<file path="src/rtl/logic_issue_q.sv">
// logic_issue_q -- in-order issue queue feeding a combinational logical unit.
// Decode pushes {funct, op1, op2, rd} into a small FIFO. The head entry is
// presented to the logical unit, and its result is captured into a single
// writeback register. The writeback register drains under a valid/ready
// handshake. Results for rd = 0 are popped and dropped, because register x0
// is never written. DEPTH must be a power of two and at least 2, so that the
// pointers wrap naturally at their bit width.
module logic_issue_q #(
  parameter int unsigned DEPTH = 2
) (
  input  logic        rst_n_i,
  input  logic        clk_i,
  input  logic        flush_i,
  // decode side
  input  logic        in_valid_i,
  output logic        in_ready_o,
  input  logic [3:0]  in_funct_i,
  input  logic [31:0] in_op1_i,
  input  logic [31:0] in_op2_i,
  input  logic [4:0]  in_rd_i,
  // logical unit side
  output logic [3:0]  funct_o,
  output logic [31:0] op1_o,
  output logic [31:0] op2_o,
  input  logic [31:0] res_i,
  // writeback side
  output logic        wb_valid_o,
  input  logic        wb_ready_i,
  output logic [4:0]  wb_rd_o,
  output logic [31:0] wb_data_o
);

  localparam int unsigned PTR_W = $clog2(DEPTH);
  localparam int unsigned CNT_W = $clog2(DEPTH) + 1;
  localparam logic [CNT_W-1:0] DEPTH_C = CNT_W'(DEPTH);

  typedef struct packed {
    logic [3:0]  funct;
    logic [31:0] op1;
    logic [31:0] op2;
    logic [4:0]  rd;
  } entry_t;

  // Queue storage and control state.
  entry_t           mem_q [DEPTH];
  logic [PTR_W-1:0] wr_ptr_q, wr_ptr_d;
  logic [PTR_W-1:0] rd_ptr_q, rd_ptr_d;
  logic [CNT_W-1:0] count_q, count_d;

  // Writeback register.
  logic             wb_valid_q, wb_valid_d;
  logic [4:0]       wb_rd_q, wb_rd_d;
  logic [31:0]      wb_data_q, wb_data_d;

  entry_t           head;
  entry_t           in_entry;
  logic             head_valid;
  logic             push;
  logic             issue;

  assign in_entry   = '{funct: in_funct_i, op1: in_op1_i, op2: in_op2_i, rd: in_rd_i};
  assign head       = mem_q[rd_ptr_q];
  assign head_valid = (count_q != '0);

  // Ready depends only on occupancy, so a same-cycle pop cannot create a
  // combinational path from the writeback handshake to the decode side.
  assign in_ready_o = (count_q < DEPTH_C);
  assign push       = in_valid_i & in_ready_o & ~flush_i;
  assign issue      = head_valid & ~flush_i & (~wb_valid_q | wb_ready_i);

  // The head operands are zeroed when the queue is empty. This keeps the
  // logical unit inputs quiet, including while reset is asserted.
  assign funct_o    = head_valid ? head.funct : '0;
  assign op1_o      = head_valid ? head.op1   : '0;
  assign op2_o      = head_valid ? head.op2   : '0;

  assign wb_valid_o = wb_valid_q;
  assign wb_rd_o    = wb_rd_q;
  assign wb_data_o  = wb_data_q;

  // Next-state of pointers and occupancy from push, issue and flush.
  always_comb begin
    // NOTE: every signal gets a default first, so no path leaves it unassigned and no latch is inferred.
    wr_ptr_d = wr_ptr_q;
    rd_ptr_d = rd_ptr_q;
    count_d  = count_q;
    if (flush_i) begin
      wr_ptr_d = '0;
      rd_ptr_d = '0;
      count_d  = '0;
    end else begin
      if (push)  wr_ptr_d = wr_ptr_q + PTR_W'(1);
      if (issue) rd_ptr_d = rd_ptr_q + PTR_W'(1);
      unique case ({push, issue})
        2'b10:   count_d = count_q + CNT_W'(1);
        2'b01:   count_d = count_q - CNT_W'(1);
        default: count_d = count_q;
      endcase
    end
  end

  // Next-state of the writeback register. A new non-x0 result wins over the
  // drain. An x0 issue falls through to the drain rule. That issue can only
  // happen when the register is empty or being accepted, so the drain rule
  // gives exactly the required outcome.
  always_comb begin
    wb_valid_d = wb_valid_q;
    wb_rd_d    = wb_rd_q;
    wb_data_d  = wb_data_q;
    if (flush_i) begin
      wb_valid_d = 1'b0;
    end else if (issue && (head.rd != 5'd0)) begin
      wb_valid_d = 1'b1;
      wb_rd_d    = head.rd;
      wb_data_d  = res_i;
    end else if (wb_valid_q && wb_ready_i) begin
      wb_valid_d = 1'b0;
    end
  end

  // Control and writeback state registers with asynchronous reset.
  always_ff @(posedge clk_i or negedge rst_n_i) begin
    if (!rst_n_i) begin
      // NOTE: sequential state uses non-blocking assignments, so all registers update together from pre-edge values.
      wr_ptr_q   <= '0;
      rd_ptr_q   <= '0;
      count_q    <= '0;
      wb_valid_q <= 1'b0;
      wb_rd_q    <= '0;
      wb_data_q  <= '0;
    end else begin
      wr_ptr_q   <= wr_ptr_d;
      rd_ptr_q   <= rd_ptr_d;
      count_q    <= count_d;
      wb_valid_q <= wb_valid_d;
      wb_rd_q    <= wb_rd_d;
      wb_data_q  <= wb_data_d;
    end
  end

  // Entry storage, written at the write pointer on a push.
  // NOTE: the storage array has no reset. Occupancy is tracked by count_q, and stale slots are never observed.
  always_ff @(posedge clk_i) begin
    if (push) mem_q[wr_ptr_q] <= in_entry;
  end

endmodule

</file>
<file path="config.mk">
export PLATFORM = sky130hd
export DESIGN_NAME = logic_issue_q
export DESIGN_NICKNAME = d
export VERILOG_FILES = /design/src/rtl/logic_issue_q.sv
export SDC_FILE = /design/constraint.sdc
export NUM_CORES = 1
export LEC_CHECK = 0
export BUFFER_PORTS_ARGS = -buffer_cell sky130_fd_sc_hd__buf_2
export CAP_MARGIN = 10
export CORE_MARGIN = 5
export CORE_UTILIZATION = 45
export CTS_CLUSTER_DIAMETER = 50
export DETAILED_ROUTE_END_ITERATION = 8
export PLACE_DENSITY_LB_ADDON = 0.25
export SYNTH_ARGS = -nofsm -noshare
export SYNTH_HDL_FRONTEND = slang
export SYNTH_SLANG_ARGS = --single-unit
</file>
<file path="constraint.sdc">
create_clock -name clk_i -period 16.1 [get_ports clk_i]
set_clock_uncertainty 0.2 [all_clocks]
set_input_delay 1.61 -clock clk_i [delete_from_list [all_inputs] [get_ports clk_i]]
set_output_delay 1.61 -clock clk_i [all_outputs]
set_load 0.1 [all_outputs]
</file>
Word level (Yosys, flattened, before mapping). Memories as Yosys holds them, arrays and structs flattened. Cells that the tools add are included.

$lt $le $gt $ge: 1. Bitwise gates (word level): 7. Multiplexer cells: 14. Reduce and logical (&&, ||, !) cells: 9. Add/subtract/negate cells: 4. Equal/unequal tests: 2.

Operator list (number): 2-to-1 mux 32 bit (2); 2-to-1 mux 1 bit (9); nonzero test 2 bit (3); nonzero test 3 bit (2); nonzero test 5 bit (1); bitwise AND 1 bit (4); 2-to-1 mux 4 bit (1); case mux 2 bit (2 select lines) (1); adder 1 bit, second input constant (2); adder 2 x 1 -> 2 bit, second input constant (1); equality test 2 x 1 -> 1 bit, second input constant (1); equality test 2 bit, second input constant (1); logical AND 1 bit (2); < comparator 2 bit, second input constant (1); 2-to-1 mux 2 bit (1); NOT 1 bit (2); AND reduction 2 bit (1); subtractor 2 x 1 -> 2 bit, second input constant (1); OR 1 bit (1).

Output and inout bits: 107. Memories: 1. Logic and storage cells: 44. RAM bits: 146. Register bits after elaboration: 42. Input bits: 110.

Memory list: mem_q (depth 2, width 73, rd ports 1, clocked after Yosys merged registers in 0, write ports 1, line 45) `entry_t mem_q [DEPTH];`.

Logic depth before layout (Yosys ltp).
Word-level depth: 6. Mapped depth: 7. Depth with buffers taken out: 4.

Least setup slack after synthesis. No wires, ideal clock.

Kind: input to register. Start: input flush_i. End: memory mem_q[1][0] (netlist bit) (enable). Buffers on the path: 1. Required time: 15.291 ns. Setup slack: 8.148 ns. Arrival time: 7.143 ns. Setup time: 0.609 ns. Stages: 2. Cells stage by stage: clkbuf_1 -> nor3b_1.

Cells in the longest elaborated chain, start to end: 4.

RTL lines: start: declaration (line 13) `input logic flush_i,`; NOT 1 bit (no source line); bitwise AND 1 bit (line 68) `assign push = in_valid_i & in_ready_o & ~flush_i;`; 2-to-1 mux 1 bit (line 144) `if (push) mem_q[wr_ptr_q] <= in_entry;`; 2-to-1 mux 1 bit (implied by the code) (line 144); end: declaration (line 45).

No other way between the ends.

Final worst setup path.
Start: register rd_ptr_q. End: output op2_o[16].

Cells in the longest elaborated chain, start to end: 2.

RTL lines: start: declaration (line 47) `logic [PTR_W-1:0] rd_ptr_q, rd_ptr_d;`; start signal: assignment (line 133) `rd_ptr_q <= rd_ptr_d;`; memory (2 x 73 bit); 2-to-1 mux 32 bit (line 75) `assign op2_o = head_valid ? head.op2 : '0;`; end: declaration (line 24) `output logic [31:0] op2_o,`.

No other way between the ends.

==> impl_metrics.env <==
export IMPL_outcome="complete, no violations"
export IMPL_nNetsFinal=751
export IMPL_period_share=0.285
export IMPL_final_cell_mix="buf_2, edfxtp_1, mux2i_1"
export IMPL_cts_tree="built"
export IMPL_grt_pass1_wl_um=22500
export IMPL_wirelength_um=14800
export IMPL_p_leak_nw=3.72
export IMPL_hold_path_class="reg2reg"
export IMPL_vias=4239
export IMPL_cp_max_fo=40
export IMPL_viasPerCell=4.87
export IMPL_rows=46
export IMPL_synth_fp_nets=533
export IMPL_relSlewSlack=0.335
export IMPL_ys_seq_area_frac=0.750
export IMPL_fmax_mhz=218
export IMPL_cts_buffers=17
export IMPL_tns_ps=0
export IMPL_drtIter0Drc=191
export IMPL_crit_path_start_kind="register"
export IMPL_final_common_cell="buf_2"
export IMPL_pre_cts_ws_ps=11910
export IMPL_syn2layout_area_growth_pct=25.9
export IMPL_hold_slack_ps=283
export IMPL_coreArea_um2=15800
export IMPL_grt_pass1_vias=4536
export IMPL_antenna_found_initial=4
export IMPL_die_h_um=137
export IMPL_syn_area_um2=7250
export IMPL_setup_viol=0
export IMPL_slew_viol_final=0
export IMPL_synth_cell_types=30
export IMPL_cts_resized=0
export IMPL_setup_slack_ps=11510
export IMPL_cts_reportedPaths_clkPinSlew_ps=70
export IMPL_clock_latency_ps=410
export IMPL_grt_ovfl_total=0
export IMPL_postCtsSetupBuffers=0
export IMPL_ios=217
export IMPL_crit_path_max_incr_delay_ps=860
export IMPL_hold_viol_final=0
export IMPL_gp_congestion=0.771
export IMPL_total_power_w=0.00140
export IMPL_fin_crit_ps=4590
export IMPL_cp_slowest_cell="dfrtp_4"
export IMPL_cts_hold_buf=0
export IMPL_powerDensity_nw_per_um2=154
export IMPL_syn_inst=423
export IMPL_tightest_slew_ps=997
export IMPL_cts_sinks=188
export IMPL_drc_errors=0
export IMPL_wl_per_cell_um=17.0
export IMPL_die_w_um=137
export IMPL_port_buffers=216
export IMPL_multi_input_area_um2=1710
export IMPL_regArea_um2=5440
export IMPL_ys_warn_count=0
export IMPL_cp_required_ps=14290
export IMPL_rsz0062_at_grt="false"
export IMPL_ir_drop_mv=0.109
export IMPL_crit_chain="buf_4, mux2i_1, nor2_1, buf_2"
export IMPL_synth_seq_cells=188
export IMPL_fillers=1253
export IMPL_die_area_um2=18700
export IMPL_endpoint_kind="output port"
export IMPL_clock_path_buffers=2
export IMPL_grt_max_degree=74
export IMPL_grt_use_total=0.157
export IMPL_maxCapViolCount=0
export IMPL_hpwlAfterDp_um=9920
export IMPL_h_tree_depth=4
export IMPL_syn_avg_cell_area_um2=17.1
export IMPL_arrival_ps=2780
export IMPL_root_buffer="clkbuf_16"
export IMPL_drtAntennaViolNets=0
export IMPL_initial_core_util=0.458
export IMPL_drt_first_pass_iters=4
export IMPL_critPathKind="reg2out"
export IMPL_drive_gt1_frac=0.437
cells in the mapped netlist (all sizes together):
cell type    n  area share
a31oi        1     0.00086
or2          1     0.00086
xnor2        1      0.0012
nand3        1     0.00069
nor2b        2      0.0017
or4          2      0.0026
nor2        71       0.037
nand2b       2      0.0017
buf         12       0.011
a22oi        1      0.0010
nand2        2      0.0010
edfxtp     146        0.61
inv          1     0.00052
or3          2      0.0017
o32a         1      0.0031
clkbuf       9      0.0047
nor3         2      0.0014
and2         1      0.0012
a21oi       11      0.0076
a21o         1      0.0010
nor3b        1      0.0010
mux2        32       0.063
o21ai        4      0.0028
mux2i       74        0.10
dfrtp       42        0.15
worst max-delay path: cells and delay by family, from the launching register on:
kind | cells | cell delay (ps)
buf+inv | 2 | 1140
flops | 1 | 860
mux | 1 | 180
simple gates | 1 | 150
final cells by class:
cell class	instances	share of cell area
multi-input cells	213	0.188
clock buffers	17	0.0467
clock inverters	15	0.0170
diodes	1	0.000274
flip-flops and latches	188	0.596
repair buffers	220	0.122
well taps	216	0.0296
inverters	1	0.000412
flip-flops by register name (all words and copies together) (netlist names):
signal,flops
wb_data_o,32
mem_q,146
wb_rd_o,5
count_q,2
rd_ptr_q,1
wb_valid_o,1
wr_ptr_q,1
stage by stage:
stage          area, um2  instances  utilization
6_report            9120        871        0.576
4_1_cts             9120        870        0.576
2_1_floorplan       7250        423            -
3_5_place_dp        8540        838        0.539
3_3_place_gp        8540        838        0.539
5_1_grt             9120        871        0.576
report_power, final:
| group | switching [W] | internal, W | leakage (nW) |
|---|---|---|---|
| clock network | 0.000186 | 0.000219 | 0.284 |
| registers | 0.0000211 | 0.000565 | 1.84 |
| logic | 0.000335 | 0.0000774 | 1.59 |
| total | 0.000542 | 0.000862 | 3.72 |
logic make-up after synthesis:
family | Yosys count | share of synthesized area
DFF | 188 | 0.750
muxes | 106 | 0.165
and+or+nand+nor | 87 | 0.0508
buffers and inverters | 22 | 0.0161
AOI/OAI and AO/OA | 19 | 0.0164
xor gates and xnor gates | 1 | 0.00121
final timing paths:
check,start,end,slack (ps),cells past startpoint
max,rd_ptr_q,op2_o[16],11510,4
min,wb_data_o[18],wb_data_o[18],280,1
max reg2reg,count_q[1],wb_data_o[13],13270,5
min reg2reg,wb_data_o[18],wb_data_o[18],280,1
max in group asynchronous,rst_n_i,rd_ptr_q,13910,1
min in group asynchronous,rst_n_i,wb_data_o[20],1120,1
metal layers:
metal / vias to the layer above / wire, um / GRT usage / part of all wire
met5: - / 39 / 0 / 0.0026
met2: 170 / 7230 / 0.267 / 0.49
met3: 28 / 1360 / 0.0585 / 0.092
li1: 1998 / - / - / -
met1: 2037 / 5940 / 0.183 / 0.40
met4: 6 / 256 / 0.0588 / 0.017
Note: power is estimated with default switching activity, not from simulation.
